[config.mk]
export PLATFORM = sky130hd
export DESIGN_NAME = nlu_pass_sequencer
export DESIGN_NICKNAME = d
export VERILOG_FILES = /design/src/rtl/nlu_pass_sequencer.sv
export SDC_FILE = /design/constraint.sdc
export NUM_CORES = 1
export LEC_CHECK = 0
export ABC_AREA = 1
export ABC_CLOCK_PERIOD_IN_PS = 3500
export CAP_MARGIN = 20
export CORE_MARGIN = 4
export CORE_UTILIZATION = 30
export DETAILED_ROUTE_END_ITERATION = 8
export GPL_ROUTABILITY_DRIVEN = 0
export PLACE_DENSITY = 0.53
export SYNTH_ARGS = -nofsm -noshare
export SYNTH_HDL_FRONTEND = slang
export SYNTH_SLANG_ARGS = --single-unit
[constraint.sdc]
create_clock -name clk -period 3.5 [get_ports clk]
set_clock_uncertainty 0.15 [all_clocks]
set_input_delay 0.7 -clock clk [delete_from_list [all_inputs] [get_ports clk]]
set_output_delay 0.7 -clock clk [all_outputs]
set_load 0.02 [all_outputs]
[src/rtl/nlu_pass_sequencer.sv]
// nlu_pass_sequencer: control side of the nonlinear-unit operand selector.
// Accepts elements, issues one or two datapath passes per element and returns
// the results. Softmax is vector-level: pass 1 streams every element through
// exp into a buffer while accumulating the sum, and pass 2 replays the buffer
// through divide using that sum.
// Optional feature: define NLU_SEQ_SAT_SUM_EN to make the softmax sum saturate
// on unsigned overflow. Without it the sum wraps modulo 2^W.
module nlu_pass_sequencer #(
   parameter int FIX_POINT_WIDTH = 16,
   parameter int DEPTH           = 64
) (
   input  logic                       clk,
   input  logic                       rst,
   input  logic [1:0]                 mode,
   input  logic                       in_valid,
   output logic                       in_ready,
   input  logic [FIX_POINT_WIDTH-1:0] in_data,
   input  logic [FIX_POINT_WIDTH-1:0] in_max,
   input  logic                       in_last,
   output logic [2:0]                 dp_s,
   output logic [FIX_POINT_WIDTH-1:0] dp_x,
   output logic [FIX_POINT_WIDTH-1:0] dp_max,
   output logic [FIX_POINT_WIDTH-1:0] dp_mid,
   output logic [FIX_POINT_WIDTH-1:0] dp_sum,
   output logic                       dp_valid,
   input  logic                       dp_res_valid,
   input  logic [FIX_POINT_WIDTH-1:0] dp_res,
   output logic                       out_valid,
   input  logic                       out_ready,
   output logic [FIX_POINT_WIDTH-1:0] out_data,
   output logic                       out_last,
   output logic                       err_ovf
);
   localparam int W  = FIX_POINT_WIDTH;
   localparam int AW = (DEPTH > 1) ? $clog2(DEPTH) : 1;
   localparam int CW = AW + 1;

   typedef enum logic [3:0] {
      IDLE, SM_ISS1, SM_WAIT1, SM_ISS2, SM_WAIT2, SM_OUT,
      G_ISS1, G_WAIT1, G_ISS2, G_WAIT2, RT_ISS, RT_WAIT, OUT
   } state_t;

   state_t          state_q, state_d;
   logic            pend_q, pend_d;       // softmax element captured, not yet issued
   logic            last_q, last_d;       // captured softmax element closes the vector
   logic [2:0]      dp_s_q, dp_s_d;
   logic [W-1:0]    dp_x_q, dp_x_d;
   logic [W-1:0]    dp_max_q, dp_max_d;
   logic [W-1:0]    dp_mid_q, dp_mid_d;
   logic [W-1:0]    dp_sum_q, dp_sum_d;
   logic [W-1:0]    sum_q, sum_d;
   logic [CW-1:0]   cnt_q, cnt_d;
   logic [AW-1:0]   rd_q, rd_d;
   logic            out_valid_q, out_valid_d;
   logic [W-1:0]    out_data_q, out_data_d;
   logic            out_last_q, out_last_d;
   logic            err_ovf_q, err_ovf_d;

   logic [W-1:0]    sm_buf [DEPTH];
   logic            buf_we;
   logic [W:0]      sum_add;
   logic [W-1:0]    sum_nxt;
   logic            at_cap;               // the element being accepted is the DEPTH-th one

   assign sum_add = {1'b0, sum_q} + {1'b0, dp_res};
`ifdef NLU_SEQ_SAT_SUM_EN
   assign sum_nxt = sum_add[W] ? {W{1'b1}} : sum_add[W-1:0];
`else
   assign sum_nxt = sum_add[W-1:0];
`endif
   assign at_cap = (cnt_q == CW'(DEPTH - 1));

   assign dp_s      = dp_s_q;
   assign dp_x      = dp_x_q;
   assign dp_max    = dp_max_q;
   assign dp_mid    = dp_mid_q;
   assign dp_sum    = dp_sum_q;
   assign out_valid = out_valid_q;
   assign out_data  = out_data_q;
   assign out_last  = out_last_q;
   assign err_ovf   = err_ovf_q;

   // Next-state, issue strobe and handshake decode
   always_comb begin
      state_d     = state_q;
      pend_d      = pend_q;
      last_d      = last_q;
      dp_s_d      = dp_s_q;
      dp_x_d      = dp_x_q;
      dp_max_d    = dp_max_q;
      dp_mid_d    = dp_mid_q;
      dp_sum_d    = dp_sum_q;
      sum_d       = sum_q;
      cnt_d       = cnt_q;
      rd_d        = rd_q;
      out_valid_d = out_valid_q;
      out_data_d  = out_data_q;
      out_last_d  = out_last_q;
      err_ovf_d   = err_ovf_q;
      buf_we      = 1'b0;
      in_ready    = 1'b0;
      dp_valid    = 1'b0;
      case (state_q)
         IDLE: begin
            in_ready = 1'b1;
            if (in_valid) begin
               dp_x_d = in_data;
               case (mode)
                  2'b00: begin
                     dp_s_d   = 3'd0;
                     dp_max_d = in_max;
                     last_d   = in_last | at_cap;
                     if (at_cap && !in_last) err_ovf_d = 1'b1;
                     pend_d   = 1'b1;
                     state_d  = SM_ISS1;
                  end
                  2'b01, 2'b10: begin
                     dp_s_d  = 3'd2;
                     state_d = G_ISS1;
                  end
                  default: begin
                     dp_s_d  = 3'd4;
                     state_d = RT_ISS;
                  end
               endcase
            end
         end
         // Either issues the captured element or waits for the next one
         SM_ISS1: begin
            if (pend_q) begin
               dp_valid = 1'b1;
               pend_d   = 1'b0;
               state_d  = SM_WAIT1;
            end else begin
               in_ready = 1'b1;
               if (in_valid) begin
                  dp_x_d = in_data;
                  last_d = in_last | at_cap;
                  if (at_cap && !in_last) err_ovf_d = 1'b1;
                  pend_d = 1'b1;
               end
            end
         end
         SM_WAIT1: begin
            if (dp_res_valid) begin
               buf_we = 1'b1;
               sum_d  = sum_nxt;
               cnt_d  = cnt_q + CW'(1);
               if (last_q) begin
                  // buf[0] is being written this cycle for a one-element vector
                  dp_s_d   = 3'd1;
                  dp_sum_d = sum_nxt;
                  dp_mid_d = (cnt_q == '0) ? dp_res : sm_buf[0];
                  rd_d     = '0;
                  state_d  = SM_ISS2;
               end else begin
                  state_d = SM_ISS1;
               end
            end
         end
         SM_ISS2: begin
            dp_valid = 1'b1;
            state_d  = SM_WAIT2;
         end
         SM_WAIT2: begin
            if (dp_res_valid) begin
               out_data_d  = dp_res;
               out_valid_d = 1'b1;
               out_last_d  = ((CW'(rd_q) + CW'(1)) == cnt_q);
               state_d     = SM_OUT;
            end
         end
         SM_OUT: begin
            if (out_ready) begin
               out_valid_d = 1'b0;
               if (out_last_q) begin
                  sum_d   = '0;
                  cnt_d   = '0;
                  state_d = IDLE;
               end else begin
                  rd_d     = rd_q + AW'(1);
                  dp_mid_d = sm_buf[rd_q + AW'(1)];
                  state_d  = SM_ISS2;
               end
            end
         end
         G_ISS1: begin
            dp_valid = 1'b1;
            state_d  = G_WAIT1;
         end
         G_WAIT1: begin
            if (dp_res_valid) begin
               dp_mid_d = dp_res;
               dp_s_d   = 3'd3;
               state_d  = G_ISS2;
            end
         end
         G_ISS2: begin
            dp_valid = 1'b1;
            state_d  = G_WAIT2;
         end
         G_WAIT2, RT_WAIT: begin
            if (dp_res_valid) begin
               out_data_d  = dp_res;
               out_valid_d = 1'b1;
               out_last_d  = 1'b1;
               state_d     = OUT;
            end
         end
         RT_ISS: begin
            dp_valid = 1'b1;
            state_d  = RT_WAIT;
         end
         OUT: begin
            if (out_ready) begin
               out_valid_d = 1'b0;
               state_d     = IDLE;
            end
         end
         default: state_d = IDLE;
      endcase
   end

   // State and datapath registers, synchronous reset
   always_ff @(posedge clk) begin
      if (rst) begin
         state_q     <= IDLE;
         pend_q      <= 1'b0;
         last_q      <= 1'b0;
         dp_s_q      <= '0;
         dp_x_q      <= '0;
         dp_max_q    <= '0;
         dp_mid_q    <= '0;
         dp_sum_q    <= '0;
         sum_q       <= '0;
         cnt_q       <= '0;
         rd_q        <= '0;
         out_valid_q <= 1'b0;
         out_data_q  <= '0;
         out_last_q  <= 1'b0;
         err_ovf_q   <= 1'b0;
      end else begin
         state_q     <= state_d;
         pend_q      <= pend_d;
         last_q      <= last_d;
         dp_s_q      <= dp_s_d;
         dp_x_q      <= dp_x_d;
         dp_max_q    <= dp_max_d;
         dp_mid_q    <= dp_mid_d;
         dp_sum_q    <= dp_sum_d;
         sum_q       <= sum_d;
         cnt_q       <= cnt_d;
         rd_q        <= rd_d;
         out_valid_q <= out_valid_d;
         out_data_q  <= out_data_d;
         out_last_q  <= out_last_d;
         err_ovf_q   <= err_ovf_d;
      end
   end

   // Softmax exp buffer; contents are only read after being written in the same job
   always_ff @(posedge clk) begin
      if (buf_we) sm_buf[cnt_q[AW-1:0]] <= dp_res;
   end

endmodule

# [Word level (Yosys, flattened, before mapping)]
# Memory sizes are Yosys's and may differ from the RTL's.
# Cells that the tools add are included.
[totals] ramBits=1024 in_bits=56 mem_count=1 regBits=121 out_inout_bits=88 elab_cells=152
[mem_list] name="sm_buf" words=64 word_bits=16 rd=2 rd_clocked_by_memory_dff=0 write_ports=1 line_no="59" text="logic [W-1:0] sm_buf [DEPTH];"
[classes] n_bitwise=1 reduce_logical=29 eq_ne=32 n_addsub=4 mux=70
[op_table] operator="$mux 16" n=11
[op_table] operator="$pmux 16 s2" n=2
[op_table] operator="$pmux 16 s3" n=1
[op_table] operator="$pmux 4 s12" n=1
[op_table] operator="$mux 4" n=8
[op_table] operator="$ne 2x2->1 const B" n=13
[op_table] operator="$mux 6" n=4
[op_table] operator="$mux 1" n=22
[op_table] operator="$mux 7" n=3
[op_table] operator="$eq 4x4->1 const B" n=5
[op_table] operator="$add 16x16->16" n=1
[op_table] operator="$eq 4x3->1 const B" n=4
[op_table] operator="$reduce_and 3->1" n=5
[op_table] operator="$reduce_and 5->1" n=3
[op_table] operator="$pmux 1 s2" n=7
[op_table] operator="$pmux 7 s2" n=1
[op_table] operator="$mux 3" n=4
[op_table] operator="$pmux 6 s2" n=1
[op_table] operator="$pmux 3 s3" n=1
[op_table] operator="$eq 4x2->1 const B" n=2
[op_table] operator="$pmux 4 s2" n=1
[op_table] operator="$reduce_and 8->1" n=1
[op_table] operator="$reduce_bool 2->1" n=4
[op_table] operator="$add 6x1->7 const B" n=1
[op_table] operator="other kinds (23)" n=30

# [Depth between registers and ports, before layout]
# Gate-level depths: netlist of the first run.
[depth] word_depth=6 depth_mapped=15 mapped_depth_nobuf=14

# [Least setup slack after synthesis of the first run]
# OpenSTA, ideal clock, no wires.
[synth_timing] path_type="input -> register" from="input dp_res_valid" to="memory sm_buf[10][0] in the netlist's numbering (enable)" setup_time_ps=389 setup_slack_ps=812 arrival_time_ps=2150 stages=5 cell_sequence="inv_1 nor2_4 buf_2 nand4_1 nor2_1"
[synth_via] elab_chain_cells=4
[synth_lines] item="start, declared" line_no="26" text="input logic dp_res_valid,"
[synth_lines] item="$mux 1" line_no="145" text="if (dp_res_valid) begin"
[synth_lines] item="$mux 1" line_no="103" text="case (state_q)"
[synth_lines] item="$mux 1" line_no="263" text="if (buf_we) sm_buf[cnt_q[AW-1:0]] <= dp_res;"
[synth_lines] item="$mux 1 (not written as such)" line_no="263"
[synth_lines] item="end, declared" line_no="59"
# No other way between the ends.

# [Final worst setup path of the first run]
[layout_timing] from="register state_q[3]" to="output dp_valid"
[layout_via] elab_chain_cells=3 word_cells_on_any_way=7 cone_classes="5 x eq/ne; 1 x mux; 1 x reduce/logical"
[layout_lines] item="start, declared" line_no="43" text="state_t state_q, state_d;"
[layout_lines] item="start signal, assigned" line_no="243" text="state_q <= state_d;"
[layout_lines] item="$eq 4x4->1, or another cell as far along" line_no="103"
[layout_lines] item="$reduce_or 4->1 (no line)"
[layout_lines] item="$pmux 1 s2 (*)" line_no="103"
[layout_lines] item="end, declared" line_no="25" text="output logic dp_valid,"
# Mark *: on every way between the ends. The rest lies on a longest branch, timed or not.

==> qor.yml, run 1 <==
outcome:
  status: "complete, no violations"
logic_synthesis:
  synthMostInstantiatedCell: "nand2_1"
  ys_ff_latch: 1145
  synthArstFlopShare: 0
  synth_top_area_frac: 0.625
  syn_avg_cell_area_um2: 10.2
  synthFlopType: "edfxtp_1"
  synth_area_leaders: "edfxtp_1 62%, nand2_1 12%, nand3_1 7.0%"
  netlist_area_um2: 49200
  ys_seq_area_frac: 0.674
  synth-edff-count: 1024
  synthTopCellsByCount: "1520 x nand2_1, 1024 x edfxtp_1, 691 x nand3_1"
  synth_warnings: 0
  synth.distinct_cells: 44
  syn-num-nets: 4887
  synth_cells: 4809
  yosysTopAreaCell: "edfxtp_1"
worst_setup_path:
  cp-start-kind: "flip-flop"
  cp.required_ns: 2.65
  end_kind: "output pin"
  cp_max_fo: 6
  crit_chain: "nor2_2 -> nand2_1 -> nor2_1 -> nand2_1 -> nand3b_1 -> clkdlybuf4s50_1"
  slowest_stage: "clkdlybuf4s50_1"
  cpMostUsedCell: "nand2_1"
  slowest_delay_ns: 0.64
  crit_type: "reg2out"
  r2r-start: "rd_q[0]"
  critPathArrivalTime_ns: 2.42
  startpoint: "state_q[3]"
clock_network:
  post-cts-setup-buffers: 0
  cts_buffers: 119
  cts_root_buf: "clkbuf_16"
  cts_resized: 0
  cts_max_level: 3
  cts.sinks: 1145
  path_clk_slew_ns: 0.06
  cts_buffer_depth: 3
  cts_tree: "built"
  ctsHoldBuffers: 0
  clock_latency_ns: 0.75
pwr:
  p_sw_frac: 0.249
  p_switching_mw: 7.63
  leakagePower_nw: 22.3
  p_clk_frac: 0.400
  comb_power_share: 0.097
  power.internal_mw: 23.0
  p_per_area_nw_per_um2: 534
  p_seq_frac: 0.504
  ir_drop_uv: 419
floorplan:
  die_w_um: 413
  dieHeight_um: 413
  fp.coreArea_um2: 163000
  row_count: 148
  dieArea_um2: 171000
  pin_count: 144
  initial_core_util: 0.302
grt:
  grt_util_met1: 0.240
  track_usage: 0.176
  grt_max_degree: 178
  use_met2: 0.280
  top_usage_layer: "met2"
  antenna_found_initial: 9
  overflow: 0
  grt_pass1_vias: 32900
  grt_pass1_wl_um: 223000
  gr-usage-met3: 0.0328
sta:
  slew_viol_final: 0
  timing.hold.ws_ns: 0.152
  maxSlewHeadroom: 0.244
  rsz0062_at_grt: "no"
  tightest_slew_ns: 1.13
  period_share: 0.935
  setup_viol: 0
  hold_viol: 0
  period_needed_ns: 3.27
  clock.fmax_mhz: 306
  finalSetupTns_ns: 0
job:
  drv_cap: 0
finish:
  area_growth_pct: 16.5
  diodes: 0
  nets: 5053
  finalNonFillerCells: 7247
  drive_above_1_share: 0.0777
  utilization: 0.352
drt:
  ant_nets: 0
  wl_um: 153000
  drtIter0Drc: 3771
  routed_via_density: 4.79
  vias: 34700
  route.detailed.drc: 0
  wl_per_cell_um: 21.2
  dr.pass1.iters: 9
place:
  dp_cells: 7029
  portBuffers: 143
  dp_hpwl_um: 95700
min_path:
  hp-start: "dp_res[6]"
  hold_path_class: "in2reg"
## cells by family after synthesis
group,after synthesis,synth area share
buffers and inverters,724,0.0626
adder cells (fa/ha/maj),22,0.00575
AND/OR/NAND/NOR,2547,0.216
flip-flops,1145,0.674
AO/OA/AOI/OAI,354,0.0390
XOR/XNOR,17,0.00318
## layout by cell type, fill, tap and decap left out, types with 13 or more instances in the layout
cell	n
inv_1	443
clkbuf_16	120
nand4_1	13
nor2_1	284
nand2_1	1519
edfxtp_1	1024
ha_1	20
nand3_1	691
clkbuf_1	24
dfxtp_1	120
a21oi_1	112
buf_12	27
o211ai_1	24
clkdlybuf4s50_1	126
buf_4	147
o21ai_0	153
clkinv_2	28
o21ai_1	37
clkinv_1	28
## worst paths after layout
path / endpoint / slack (ns) / depth (start not counted)
setup / recovery: dp_valid / 0.23 / 6
hold reg to reg: dp_max[4] / 0.31 / 2
hold / removal: sm_buf[29][6] / 0.15 / 1
setup reg to reg: dp_mid[8] / 0.59 / 10
## power by group through the flow
stage               sequential (mW)  clock [mW]  combinational (mW)
floorplan                      15.9           0                1.26
global placement               15.7           0                2.96
detailed placement             15.7           0                2.96
CTS                            15.4        12.5                2.97
global route                   15.4        13.1                3.19
finish                         15.4        12.2                2.96
## registers in the layout, summed over array words and instances (netlist names), 7 cells and up
| name | flops |
|---|---|
| sm_buf | 1024 |
| dp_max | 16 |
| dp_mid | 16 |
| dp_sum | 16 |
| dp_x | 16 |
| out_data | 16 |
| sum_q | 16 |
| cnt_q | 7 |
## routing by layer
layer / wire, um / vias up
met4: 5270 / 4
met5: 17 / -
met3: 11200 / 215
li1: - / 16400
met2: 71000 / 1219
met1: 65900 / 16900
## critical path, delay by kind of cell (launching register included)
kind / cells / cell delay, ns
AND/OR/NAND/NOR: 5 / 0.69
buffers and inverters: 1 / 0.64
flip-flops: 1 / 0.38
## per-stage QoR
step | instance area, um2 | power [mW] | setup slack (ns)
after floorplan | 49200 | 17.2 | 0.812
after global placement | 53600 | 18.7 | 0.463
after detailed placement | 53600 | 18.7 | 0.458
after CTS | 57300 | 30.9 | 0.175
after global routing | 57300 | 31.7 | 0.113
final | 57300 | 30.6 | 0.227
## cell type report
| class | count | area, um2 |
|---|---|---|
| timing repair buffer | 307 | 2940 |
| clock inverter | 65 | 532 |
| multi-input combinational | 2940 | 13000 |
| tap | 2175 | 2720 |
| fill | 16400 | 106000 |
| sequential | 1145 | 33200 |
| inverter | 462 | 1750 |
| clock buffer | 153 | 3220 |
No activity file was read; power rests on OpenSTA's default activity.
==> run 2, diff against run 1 <==
- ABC_CLOCK_PERIOD_IN_PS: 3500 -> 3650
- CELL_PAD_IN_SITES_DETAIL_PLACEMENT: unset -> 2
- CELL_PAD_IN_SITES_GLOBAL_PLACEMENT: unset -> 2
- PLACE_DENSITY: 0.53 -> 0.69
- clock period: 3.5 -> 3.65 ns (I/O delays scaled with it)
==> run 2 against run 1 <==
Effect of this change: worst hold slack better by 0.15 ns; combinational power is 4% lower; total power is 1.4% higher; wire length is 14% higher; via count is 5.2% higher; die area stayed put; setup slack better by 0.078 ns; register-to-register slack worse by 0.03 ns; global-route usage is 2.6 points higher; critical path depth stayed put; non-clock buffer count stayed put; sequential power is 4% lower; largest cell class unchanged; highest routed layer is now met4.
==> qor.yml, run 2 (synthesis results as in run 1) <==
finish:
  drive_above_1_share: 0.0831  # was 0.0777
  largest_reg_flops: 1024  # unchanged
  layout_common_cells: "1519 x nand2_1, 1024 x edfxtp_1, 691 x nand3_1"  # unchanged
  finalNonFillerCells: 7276  # was 7247
  final_cell_area_um2: 58000  # was 57300 um2
  nets: 5069  # was 5053
  utilization: 0.356  # was 0.352
  fill_cells: 17500  # was 16400
  area_growth_pct: 17.8  # was 16.5%
  final_common_cell: "nand2_1"  # unchanged
worst_setup_path:
  r2r_end: "dp_mid[8]"  # unchanged
  critPathArrivalTime_ns: 2.46  # was 2.42 ns
  r2r.worst_path.cells: 12  # was 10
  cp-start-kind: "flip-flop"  # unchanged
  cp_max_fo: 6  # unchanged
  cp.required_ns: 2.77  # was 2.65 ns
  end_kind: "output pin"  # unchanged
  r2r-start: "rd_q[0]"  # unchanged
  ff2ff_setup_slack_ns: 0.56  # was 0.59 ns
  crit_type: "reg2out"  # unchanged
clock_network:
  path_clk_slew_ns: 0.05  # was 0.06 ns
  cts_tree: "built"  # unchanged
  cts_buffer_depth: 3  # unchanged
  cts_root_buf: "clkbuf_16"  # unchanged
  clock_latency_ns: 0.78  # was 0.75 ns
  cts_max_level: 4  # was 3
  post-cts-setup-buffers: 0  # unchanged
  cts_resized: 0  # unchanged
  cts_buffers: 135  # was 119
  ctsHoldBuffers: 0  # unchanged
  cts.sinks: 1145  # unchanged
drt:
  vias: 36500  # was 34700
  ant_nets: 0  # unchanged
  dr.pass1.iters: 7  # was 9
  wl_um: 175000  # was 153000 um
  route.detailed.drc: 0  # unchanged
  wl_per_cell_um: 24.1  # was 21.2 um
  drtIter0Drc: 2724  # was 3771
  routed_via_density: 5.01  # was 4.79
place:
  place_area_um2: 53600  # about the same
  dp_hpwl_um: 107000  # was 95700 um
  dp_cells: 7028  # was 7029
  preCtsSetupSlack_ns: 0.518  # was 0.458 ns
  portBuffers: 143  # unchanged
min_path:
  hold_end: "dp_max[11]"  # was sm_buf[29][6]
  hold_path_class: "reg2reg"  # was in2reg
  whs_path_depth: 2  # was 1
  hp-start: "dp_max[11]"  # was dp_res[6]
grt:
  grt_pass1_vias: 39800  # was 32900
  antenna_found_initial: 15  # was 9
  track_usage: 0.202  # was 0.176
  overflow: 0  # unchanged
  grt_pass1_wl_um: 258000  # was 223000 um
  grt_max_degree: 133  # was 178
floorplan:
  dieArea_um2: 171000  # unchanged
  die_w_um: 413  # unchanged
  dieHeight_um: 413  # unchanged
  fp.coreArea_um2: 163000  # unchanged
  initial_core_util: 0.302  # unchanged
  row_count: 148  # unchanged
  pin_count: 144  # unchanged
sta:
  maxSlewHeadroom: 0.195  # was 0.244
  hold_viol: 0  # unchanged
  clock.fmax_mhz: 299
  finalSetupTns_ns: 0  # unchanged
  period_needed_ns: 3.34
  rsz0062_at_grt: "no"  # unchanged
  period_share: 0.916
  tightest_slew_ns: 1.21  # was 1.13 ns
  setup_viol: 0  # unchanged
  slew_viol_final: 0  # unchanged
  timing.hold.ws_ns: 0.307  # was 0.152 ns
  layout_setup_ws_ns: 0.306  # was 0.227 ns
pwr:
  p_per_area_nw_per_um2: 536  # was 534 nW/um2
  ir_drop_uv: 457  # was 419 uV
  total_power_mw: 31.1  # was 30.6 mW
  leakagePower_nw: 22.5  # was 22.3 nW
outcome:
  status: "complete, no violations"  # unchanged
job:
  drv_cap: 0  # unchanged
## run 2: changes by cell type in the layout (fill, tap and decap cells not counted), moves of 3 or more
cell        previous run  this run
buf_4                147       142
buf_2                  7        12
nor2_1               284       274
clkinvlp_4             2         5
clkbuf_1              24        34
clkbuf_16            120       140
nor2_2                 6        16
inv_16                 0         5
clkinv_2              28        20
## run 2: worst max-delay path: stages (launching register included)
cell and delay [ns]:
dfxtp_1 0.38, nor2_2 0.23, nand2_1 0.14, nor2_1 0.15
nand2_1 0.09, nand3b_1 0.11, clkdlybuf4s50_1 0.62
## run 2: per-layer routing
layer	track usage	wire, um	share of wire	vias to the layer above
met5	0	0	0	-
met4	0.0666	5310	0.030	0
met3	0.0262	7240	0.041	244
met2	0.356	88500	0.50	757
met1	0.257	74200	0.42	19100
li1	-	-	-	16400
## run 2: final cells by class
class                   instances  area, um2  share of cell area
flip-flops and latches       1145      33200               0.572
multi-input cells            2940      13000               0.225
inverters                     462       1750              0.0302
clock buffers                 181       3730              0.0643
clock inverters                65        627              0.0108
repair buffers                307       2940              0.0506
well taps                    2175       2720              0.0469
diodes                          1       2.50           0.0000432
## run 2: worst max path at each step
stage                                end  slack [ns]  cells past startpoint          from
final                           dp_valid        0.31                      6    state_q[3]
after global routing            dp_valid        0.15                      6    state_q[3]
after CTS                       dp_valid        0.23                      6    state_q[3]
after detailed placement  sm_buf[62][10]        0.52                      7  dp_res_valid
after global placement        dp_sum[10]        0.54                     15     dp_res[0]
after floorplan            sm_buf[10][0]        0.93                      5  dp_res_valid
## run 2: power by group
group | internal (mW) | total [mW] | leakage [nW] | switching (mW)
clock | 7.73 | 13.4 | 2.12 | 5.69
combinational | 0.920 | 2.85 | 10.2 | 1.93
sequential | 14.6 | 14.8 | 10.2 | 0.214
